$ cat config.mk
export PLATFORM = sky130hd
export DESIGN_NAME = bcd_seq_converter_flat
export DESIGN_NICKNAME = d
export VERILOG_FILES = /design/src/rtl/bcd_seq_converter_if.sv /design/src/rtl/bcd_seq_converter.sv /design/src/flat_wrapper.sv
export SDC_FILE = /design/constraint.sdc
export NUM_CORES = 1
export LEC_CHECK = 0
export ABC_AREA = 1
export ABC_CLOCK_PERIOD_IN_PS = 1800
export CAP_MARGIN = 20
export CORE_UTILIZATION = 53
export DETAILED_ROUTE_END_ITERATION = 12
export PLACE_DENSITY_LB_ADDON = 0.25
export SKIP_LAST_GASP = 1
export SYNTH_ARGS = -nofsm -noshare
export SYNTH_HDL_FRONTEND = slang
export SYNTH_SLANG_ARGS = --single-unit
$ cat constraint.sdc
create_clock -name clk -period 1.8 [get_ports clk]
set_input_delay 0.18 -clock clk [delete_from_list [all_inputs] [get_ports clk]]
set_output_delay 0.18 -clock clk [all_outputs]
set_load 0.005 [all_outputs]
$ cat src/rtl/bcd_seq_converter_if.sv
// Start/done request bus for the sequential binary-to-BCD converter.
// Handshake: a request is accepted on any rising edge where start=1 and busy=0.
// bin_in is captured on that edge only. done pulses high for exactly one cycle
// when bcd_out/ovf take a new result. start while busy=1 is dropped, not queued.
interface bcd_seq_converter_if #(
    parameter int BIN_W  = 8,
    parameter int DIGITS = 3
);
    logic                  start;
    logic [BIN_W-1:0]      bin_in;
    logic                  busy;
    logic                  done;
    logic [4*DIGITS-1:0]   bcd_out;
    logic                  ovf;

    // Requester side
    modport master (
        output start, bin_in,
        input  busy, done, bcd_out, ovf
    );

    // Converter side
    modport slave (
        input  start, bin_in,
        output busy, done, bcd_out, ovf
    );
endinterface

$ cat src/rtl/bcd_seq_converter.sv
// Sequential binary-to-BCD converter (double dabble), one bit per clock.
// A conversion takes BIN_W cycles after the accepting edge; results are only
// published on the final iteration so bcd_out never shows scratch contents.
// Digits that do not fit in DIGITS nibbles are dropped and flagged on ovf.
module bcd_seq_converter #(
    parameter int BIN_W  = 8,
    parameter int DIGITS = 3
) (
    input  logic               clk,
    input  logic               rst_n,
    bcd_seq_converter_if.slave bus,
    output logic               o_dbg_state   // 0 = IDLE, 1 = RUN
);

    localparam int SW    = 4 * DIGITS;
    localparam int CNT_W = $clog2(BIN_W + 1);

    typedef enum logic [0:0] {
        S_IDLE = 1'b0,
        S_RUN  = 1'b1
    } state_t;

    state_t           r_state;
    state_t           w_state_nxt;
    logic [BIN_W-1:0] r_shreg;
    logic [SW-1:0]    r_scratch;
    logic [CNT_W-1:0] r_cnt;
    logic             r_ovf_sticky;
    logic [SW-1:0]    r_bcd;
    logic             r_ovf;
    logic             r_done;

    logic [SW-1:0]    w_adj;
    logic [SW-1:0]    w_shifted;
    logic             w_top_out;
    logic             w_last;
    logic             w_accept;

    // Add 3 to every scratch digit of 5..9 so the following shift carries correctly
    always_comb begin
        w_adj = r_scratch;
        for (int d = 0; d < DIGITS; d++) begin
            if (r_scratch[4*d +: 4] >= 4'd5) begin
                w_adj[4*d +: 4] = r_scratch[4*d +: 4] + 4'd3;
            end
        end
    end

    assign w_shifted = {w_adj[SW-2:0], r_shreg[BIN_W-1]};
    assign w_top_out = w_adj[SW-1];
    assign w_last    = (r_state == S_RUN) && (r_cnt == CNT_W'(1));
    assign w_accept  = (r_state == S_IDLE) && bus.start;

    // Next-state: a single pass IDLE -> RUN -> IDLE per request
    always_comb begin
        w_state_nxt = r_state;
        case (r_state)
            S_IDLE: if (bus.start) w_state_nxt = S_RUN;
            S_RUN:  if (r_cnt == CNT_W'(1)) w_state_nxt = S_IDLE;
            default: w_state_nxt = S_IDLE;
        endcase
    end

    // State register
    always_ff @(posedge clk or negedge rst_n) begin
        if (!rst_n) r_state <= S_IDLE;
        else        r_state <= w_state_nxt;
    end

    // Iteration datapath: capture on accept, adjust-and-shift while running
    always_ff @(posedge clk or negedge rst_n) begin
        if (!rst_n) begin
            r_shreg      <= '0;
            r_scratch    <= '0;
            r_cnt        <= '0;
            r_ovf_sticky <= 1'b0;
        end else if (w_accept) begin
            r_shreg      <= bus.bin_in;
            r_scratch    <= '0;
            r_cnt        <= CNT_W'(BIN_W);
            r_ovf_sticky <= 1'b0;
        end else if (r_state == S_RUN) begin
            r_shreg      <= r_shreg << 1;
            r_scratch    <= w_shifted;
            r_cnt        <= r_cnt - CNT_W'(1);
            r_ovf_sticky <= r_ovf_sticky | w_top_out;
        end
    end

    // Result registers: updated only on the final iteration, held otherwise
    always_ff @(posedge clk or negedge rst_n) begin
        if (!rst_n) begin
            r_bcd  <= '0;
            r_ovf  <= 1'b0;
            r_done <= 1'b0;
        end else begin
            r_done <= w_last;
            if (w_last) begin
                r_bcd <= w_shifted;
                r_ovf <= r_ovf_sticky | w_top_out;
            end
        end
    end

    assign bus.busy    = (r_state == S_RUN);
    assign bus.done    = r_done;
    assign bus.bcd_out = r_bcd;
    assign bus.ovf     = r_ovf;
    assign o_dbg_state = r_state;

endmodule
$ cat src/flat_wrapper.sv
// flat-port wrapper written by rule: the top's interface ports become plain ports
module bcd_seq_converter_flat 
#(
    parameter int BIN_W  = 8,
    parameter int DIGITS = 3
)
  (clk, rst_n, o_dbg_state, bus_start, bus_bin_in, bus_busy, bus_done, bus_bcd_out, bus_ovf);
  bcd_seq_converter_if #(.BIN_W(BIN_W), .DIGITS(DIGITS)) bus_i ();
  input  logic clk;
  input  logic rst_n;
  output logic o_dbg_state;
  input wire logic [$bits(bus_i.start)-1:0] bus_start;
  input wire logic [$bits(bus_i.bin_in)-1:0] bus_bin_in;
  output wire logic [$bits(bus_i.busy)-1:0] bus_busy;
  output wire logic [$bits(bus_i.done)-1:0] bus_done;
  output wire logic [$bits(bus_i.bcd_out)-1:0] bus_bcd_out;
  output wire logic [$bits(bus_i.ovf)-1:0] bus_ovf;
  assign bus_i.start = bus_start;
  assign bus_i.bin_in = bus_bin_in;
  assign bus_busy = bus_i.busy;
  assign bus_done = bus_i.done;
  assign bus_bcd_out = bus_i.bcd_out;
  assign bus_ovf = bus_i.ovf;
  bcd_seq_converter #(.BIN_W(BIN_W), .DIGITS(DIGITS)) u_core (.clk(clk), .rst_n(rst_n), .bus(bus_i), .o_dbg_state(o_dbg_state));
endmodule
-- Yosys cells after proc, flatten, opt, wreduce, memory -nomap -nowiden
Cells that the tools add are included.
- register bits after elaboration: 40
- word-level logic and storage cells: 35
- input bits: 11
- output and inout port bits: 16
- bitwise gates (word level): 2
- $lt $le $gt $ge: 3
- reductions and logical operators: 3
- add/sub/neg operators: 4
- mux-type cells: 14
- equal/unequal tests: 1
- operator list (kind ; number):
    two-way mux 12 bit ; 2
    two-way mux 4 bit ; 5
    two-way mux 8 bit ; 2
    adder 4 x 2 -> 4 bit, second input constant ; 3
    greater-or-equal comparator 4 x 3 -> 1 bit, second input constant ; 3
    == test 4 x 1 -> 1 bit, second input constant ; 1
    two-way mux 1 bit ; 4
    subtractor 4 x 1 -> 4 bit, second input constant ; 1
    logical AND 1 bit ; 2
    one-hot mux 1 bit (2 select lines) ; 1
    nonzero test 2 bit ; 1
    inverter 1 bit ; 1
    OR 1 bit ; 1

-- Depth between registers and ports, before layout
Gate-level depths: netlist of run 1.
- depth after elaboration: 5
- mapped depth: 10
- depth with buffers taken out: 10

-- Worst setup path after synthesis of run 1
No wires, ideal clock.
- path kind: register to register
- start: register u_core.r_scratch[4]
- end: register u_core.r_scratch[5]
- buffers on the path: 0
- data required time: 1.735 ns
- clock period less this slack: 1.303 ns
- arrival time: 1.238 ns
- stages on the path, launching flop included: 9
- slack: 0.497 ns
- path through: dfrtp_1 inv_1 ha_1 inv_1 o21ai_0 nand2_1 nand2_1 nand3_1 nand2_1
- cells in the longest elaborated chain, start to end: 4
- elaborated cells on any way between the ends: 5
- those cells by class: add/sub: 1; order compare: 1; mux: 3
- RTL lines (element ; RTL line ; RTL):
    start: declaration ; bcd_seq_converter.sv:26 ; logic [SW-1:0] r_scratch;
    start signal: assignment ; bcd_seq_converter.sv:84 ; r_scratch <= w_shifted;
    adder 4 x 2 -> 4 bit or greater-or-equal comparator 4 x 3 -> 1 bit (tied branches) ; bcd_seq_converter.sv:44, bcd_seq_converter.sv:43 ;
    two-way mux 4 bit (*) ; bcd_seq_converter.sv:43 ; if (r_scratch[4*d +: 4] >= 4'd5) begin
    two-way mux 12 bit (*) ; bcd_seq_converter.sv:82 ; end else if (r_state == S_RUN) begin
    two-way mux 12 bit (*) ; bcd_seq_converter.sv:77 ; end else if (w_accept) begin
Mark *: on every way between the ends. The rest lies on a longest branch, timed or not. The select of a mux whose other input is x is not followed.
A chain may end at the register's enable or synchronous reset.

-- Worst setup path in the final report of run 1
- start: register u_core.r_state, in the netlist u_core.bus.busy
- end: output bus_busy
- RTL lines (element ; RTL line ; RTL):
    start: declaration ; bcd_seq_converter.sv:23 ; state_t r_state;
    start signal: assignment ; bcd_seq_converter.sv:67 ; else r_state <= w_state_nxt;
    end: declaration ; flat_wrapper.sv:14 ; output wire logic [$bits(bus_i.busy)-1:0] bus_busy;
No word-level cell between the ends.

==> run metrics, run 1 <==
post-DP HPWL=2530 µm; total track usage=22.0%; worst-path fanout max=9; Crit path max-delay family=buffers and inverters; Post-Route Skew=0.00924 ns; clk sinks=40; Finished Layout Cells=302; largest net degree at the start of global routing=41; die area=3840 µm²; Fillers=288; Max Cap Viol=0; clock buffer depth=2; CP Depth=2; CTS Buf Count=5; Peak VDD IR=678 µV; via count=1549; critical path arrival=1.43 ns; CP Capture Type=output pin; Die H=62.0 µm; Worst EP required=1.62 ns; RSZ-0062 raised after global routing=no; DR pass1 iterations=4; final instance area=2280 µm²; share of layout cells above drive strength 1=7.42%; Post-Place Cells=293; Max Slew Vio Count=0; IO Pins=27; commonest non-fill, non-tap cell in the layout=nand2_1; Crit-path slowest cell=clkdlybuf4s50_1; setup_tns=0 ns; pre-CTS worst setup slack=0.328 ns; slowest stage delay, CP=0.51 ns; final net count=274; cells on worst reg2reg path=8; PortBufs=26; clock-pin slew on the worst setup and hold paths=0.11 ns; clk_lat worst skew=0.34 ns; vias per std cell=5.13; syn avg cell area=8.55 µm²; relative slew slack=67.3%; row count=21; Clock Tree Root=clkbuf_4; actual slew at the worst max-slew pin=0.491 ns; placed cell area=2210 µm²; post-DR wirelength/cell=12.0 µm; Ys Warns=0; first-pass GRT wire length=5980 µm; synthesized flop and latch total=40; most frequent cells in the layout=nand2_1, dfrtp_1, inv_1, clkdlybuf4s50_1, nand3_1; Initial Util=56.3%; worst setup margin=0.187 ns; fmax=620 MHz; multi-input logic area=748 µm²; total power=3.96 mW; Post-route DRC=0; core area=3390 µm²; gr ovfl total=0; worst-path cell chain=buf_4 > clkdlybuf4s50_1; DRT antenna net count=0; Die X-Extent=62.0 µm; antenna violations before repair=0; crit start category=flop; # H-tree levels=2; n_diodes=0; count of cell types in the netlist=23; PD cells=1740 nW/µm²; endpoints failing setup=0; WS Path Type=flop to output pin; syn_nets=242; part of the Yosys area used for sequential elements=52.5%; CTS tree=built; Layout area overhead=19.4%; Buf/Inv on CP=2; drt total wl=3610 µm; mapped cell area=1910 µm²; P_leak=1.13 nW; DR iter-0 viols=50; fin crit share=89.6%; outcome=finished clean; vias in the first global route=1389; Fin. Hold Viols=0; minimum clock period=1.61 ns; Cells after Synth=223; storage element area=1000 µm²; routability cong.=0.867; Hold Crit Class=input port to async pin
==> per-layer routing <==
layer	wire, µm	track usage, %	part of all wire, %
met1	1760	29.2	49
met2	1670	33.9	46
met3	114	5.80	3.2
met4	64	9.52	1.8
met5	0	0	0
==> sequential cells by signal (all words and copies together) (netlist names) <==
register,cells
u_core.bus.bcd_out,12
u_core.r_scratch,12
u_core.r_shreg,8
u_core.r_cnt,4
u_core.bus.busy,1
u_core.bus.done,1
u_core.bus.ovf,1
u_core.r_ovf_sticky,1
==> final timing paths <==
check | startpoint | to | slack (ns)
min | rst_n | u_core.bus.bcd_out[2] | 0.40
max | u_core.bus.busy | bus_busy | 0.19
max reg2reg | u_core.r_scratch[4] | u_core.bus.bcd_out[6] | 0.29
min reg2reg | u_core.bus.bcd_out[9] | u_core.bus.bcd_out[9] | 0.49
max in group asynchronous | rst_n | u_core.r_shreg[6] | 1.05
min in group clk | bus_bin_in[7] | u_core.r_shreg[7] | 0.40
==> tightest hold or removal path, delay by kind of cell <==
family | cells | cell delay [ns]
buffers and inverters | 3 | 1.02
==> final cells by class <==
type | count | share of cell area, %
clock buffers | 8 | 2.58
inverters | 27 | 4.45
multi-input cells | 148 | 32.9
flip-flops and latches | 40 | 44.0
well taps | 46 | 2.53
repair buffers | 33 | 13.6
==> what timing repair did <==
action / CTS / global route
hold buffers: 1 / 0
gates resized for setup: 0 / 0
setup buffers: 0 / 0
hold endpoints to repair: 40 / 0
==> logic make-up after synthesis <==
group	count (synthesis)	synth area share [%]
AND/OR/NAND/NOR	106	23.2
flip-flops	40	52.5
buffers and inverters	35	8.27
AO/OA/AOI/OAI	34	10.8
adder cells (fa/ha/maj)	8	5.25
==> synth_stat cells (all sizes together) <==
cell,number,area [µm²]
nand3,20,100
o221ai,2,17.5
a31oi,1,6.26
o22ai,5,31.3
o211ai,5,37.5
o21ai,15,78.8
nand2,79,299
a22oi,1,7.51
a21oi,4,20.0
o21bai,1,7.51
buf,8,56.3
dfrtp,40,1000
inv,27,101
nor2,5,21.3
nor3,2,21.3
ha,8,100
==> power by group <==
part | internal (mW) | switching, mW
sequential | 1.30 | 0.270
combinational | 0.847 | 1.07
clock | 0.193 | 0.276
==> per-stage QoR <==
step | util (%) | hold slack, ns
after floorplan | - | -0.116
after global placement | 65.2 | 0.267
after detailed placement | 65.2 | 0.268
after CTS | 67.2 | 0.393
after global routing | 67.2 | 0.416
final | 67.2 | 0.396
Note: power is estimated with default switching activity, not from simulation.
==> run 2: changes to the inputs <==
CTS_CLUSTER_SIZE = 25   (was not set)
==> results of run 2 <==
The final DEF is identical to that of run 1; final timing and power are the same.
==> run 3: changes to the inputs <==
==> constraint.sdc (replaced) <==
create_clock -name clk -period 1.8 [get_ports clk]
set_input_delay 0.36 -clock clk [delete_from_list [all_inputs] [get_ports clk]]
set_output_delay 0.36 -clock clk [all_outputs]
set_load 0.005 [all_outputs]
==> run 3 against run 2 <==
Effect of this change: non-clock buffer count rose by 2; global-route usage fell by 0.26 points; worst hold slack improved by 0.081 ns; register-to-register slack is essentially flat; sequential power about the same; die area did not move; via count grew 0.39%; cell count grew 0.66%; setup slack worse by 0.029 ns; clock skew up 0.0029 ns.
==> run metrics, run 3 (synthesis gave the netlist of run 1 again) <==
largest net degree at the start of global routing=22 (was 41); clock buffer depth=2 (unchanged); critical path arrival=1.28 ns (was 1.43 ns); WS Path Type=flop to output pin (unchanged); worst-path cell chain=clkdlybuf4s50_1 (was buf_4 > clkdlybuf4s50_1); grt met2 use=33.9% (unchanged); clk_lat worst skew=0.35 ns (was 0.34 ns); Post-route DRC=0 (unchanged); outcome=finished clean (unchanged); P_leak=1.15 nW (was 1.13 nW); relative slew slack=68.1% (was 67.3%); actual slew at the worst max-slew pin=0.478 ns (was 0.491 ns); crit start category=flop (unchanged); cells on worst reg2reg path=8 (unchanged); CP Capture Type=output pin (unchanged); Initial Util=56.3% (unchanged); Pint=2.45 mW (was 2.34 mW); Buf/Inv on CP=1 (was 2); # H-tree levels=2 (unchanged); most used routing layer=met2 (unchanged); Die H=62.0 µm (unchanged); Post-Place Cells=293 (unchanged); antenna violations before repair=0 (unchanged); n_diodes=0 (unchanged); Switching Fraction=40.3% (was 40.9%); post-DR wirelength/cell=12.2 µm (was 12.0 µm); Fillers=269 (was 288); first-pass GRT wire length=5880 µm (was 5980 µm); share of layout cells above drive strength 1=9.30% (was 7.42%); minimum clock period=1.64 ns (was 1.61 ns); most frequent cells in the layout=nand2_1, dfrtp_1, inv_1, clkdlybuf4s50_1, nand3_1 (unchanged); Max Cap Viol=0 (unchanged); PortBufs=26 (unchanged); Layout area overhead=21.4% (was 19.4%); clk sinks=40 (unchanged); gr ovfl total=0 (unchanged); met3 usage=6.83% (was 5.80%); RSZ-0062 raised after global routing=no (unchanged); commonest non-fill, non-tap cell in the layout=nand2_1 (unchanged); Crit-path slowest cell=clkdlybuf4s50_1 (unchanged); PD cells=1770 nW/µm² (was 1740 nW/µm²); storage element area=1000 µm² (about the same); vias in the first global route=1353 (was 1389); DR iter-0 viols=64 (was 50); CTS Buf Count=5 (unchanged); DRT antenna net count=0 (unchanged); Hold Crit Class=input port to async pin (unchanged); fin crit share=91.2% (was 89.6%); P_sw=1.65 mW (was 1.62 mW); fmax=609 MHz (was 620 MHz); Post-Route Skew=0.0121 ns (was 0.00924 ns); Crit path max-delay family=buffers and inverters (unchanged); Reg2Reg Launch Point=u_core.r_scratch[4] (unchanged); post-DP HPWL=2650 µm (was 2530 µm); total power=4.10 mW (was 3.96 mW); Critical path origin=u_core.bus.busy (unchanged); Peak VDD IR=884 µV (was 678 µV); Die X-Extent=62.0 µm (unchanged); core area=3390 µm² (unchanged); worst-path fanout max=5 (was 9); met1 Use GR=29.0% (was 29.2%); setup_tns=0 ns (unchanged); Max Slew Vio Count=0 (unchanged); Clock Tree Root=clkbuf_4 (unchanged); worst r2r dst=u_core.bus.bcd_out[5] (was u_core.bus.bcd_out[6]); vias per std cell=5.12 (was 5.13); Fin. Hold Viols=0 (unchanged); multi-input logic area=748 µm² (unchanged); DR pass1 iterations=4 (unchanged); flop-to-flop setup slack=0.29 ns (about the same); clock-pin slew on the worst setup and hold paths=0.12 ns (was 0.11 ns); via count=1555 (was 1549); Finished Layout Cells=304 (was 302); die area=3840 µm² (unchanged); final net count=276 (was 274); Seq pwr share=38.6% (was 39.6%); Worst EP required=1.44 ns (was 1.62 ns); Logic pwr share=47.0% (was 48.5%); row count=21 (unchanged); Hold WS=0.477 ns (was 0.396 ns); total track usage=21.7% (was 22.0%); clock network power share=14.4% (was 11.8%); routability cong.=0.886 (was 0.867); endpoints failing setup=0 (unchanged); Finished Core Util=68.3% (was 67.2%); drt total wl=3720 µm (was 3610 µm); IO Pins=27 (unchanged); slowest stage delay, CP=0.51 ns (about the same); CTS tree=built (unchanged)
-- run 3: cell type report --
type | count | share of cell area (%)
clock buffers | 5 | 1.62
clock inverters | 3 | 1.84
inverters | 27 | 4.38
multi-input cells | 148 | 32.3
flip-flops and latches | 40 | 43.3
well taps | 46 | 2.49
repair buffers | 35 | 14.1
-- run 3: worst max-delay path by stage --
stage	end	slack, ns	depth (start not counted)
after floorplan	u_core.r_scratch[5]	0.50	8
after global placement	bus_busy	0.36	1
after detailed placement	u_core.r_shreg[1]	0.32	6
after CTS	bus_busy	0.05	1
after global routing	bus_busy	0.09	1
final	bus_busy	0.16	1
-- run 3: timing repair --
item,CTS,global route
hold buffers,1,0
cloned,0,0
resized for setup,1,0
endpoints found under the hold margin,19,0
setup endpoints to repair,2,2
setup buffers,0,2
-- run 3: metrics by stage --
step,setup WS (ns),area [µm²]
floorplan,0.497,1910
global placement,0.357,2210
detailed placement,0.320,2210
CTS,0.0466,2300
global route,0.0851,2310
finish,0.158,2310
-- run 3: routing by layer --
layer / wire [µm] / vias to the layer above
li1: - / 790
met1: 1760 / 727
met2: 1770 / 33
met3: 141 / 5
met4: 42 / 0
met5: 0 / -
-- run 3: power by group through the flow --
| stage | logic, mW | clock network (mW) | registers, mW |
|---|---|---|---|
| after floorplan | 1.28 | 0 | 1.55 |
| after global placement | 1.83 | 0 | 1.60 |
| after detailed placement | 1.89 | 0 | 1.60 |
| after CTS | 1.90 | 0.608 | 1.59 |
| after global routing | 2.24 | 0.638 | 1.64 |
| final | 1.93 | 0.590 | 1.58 |
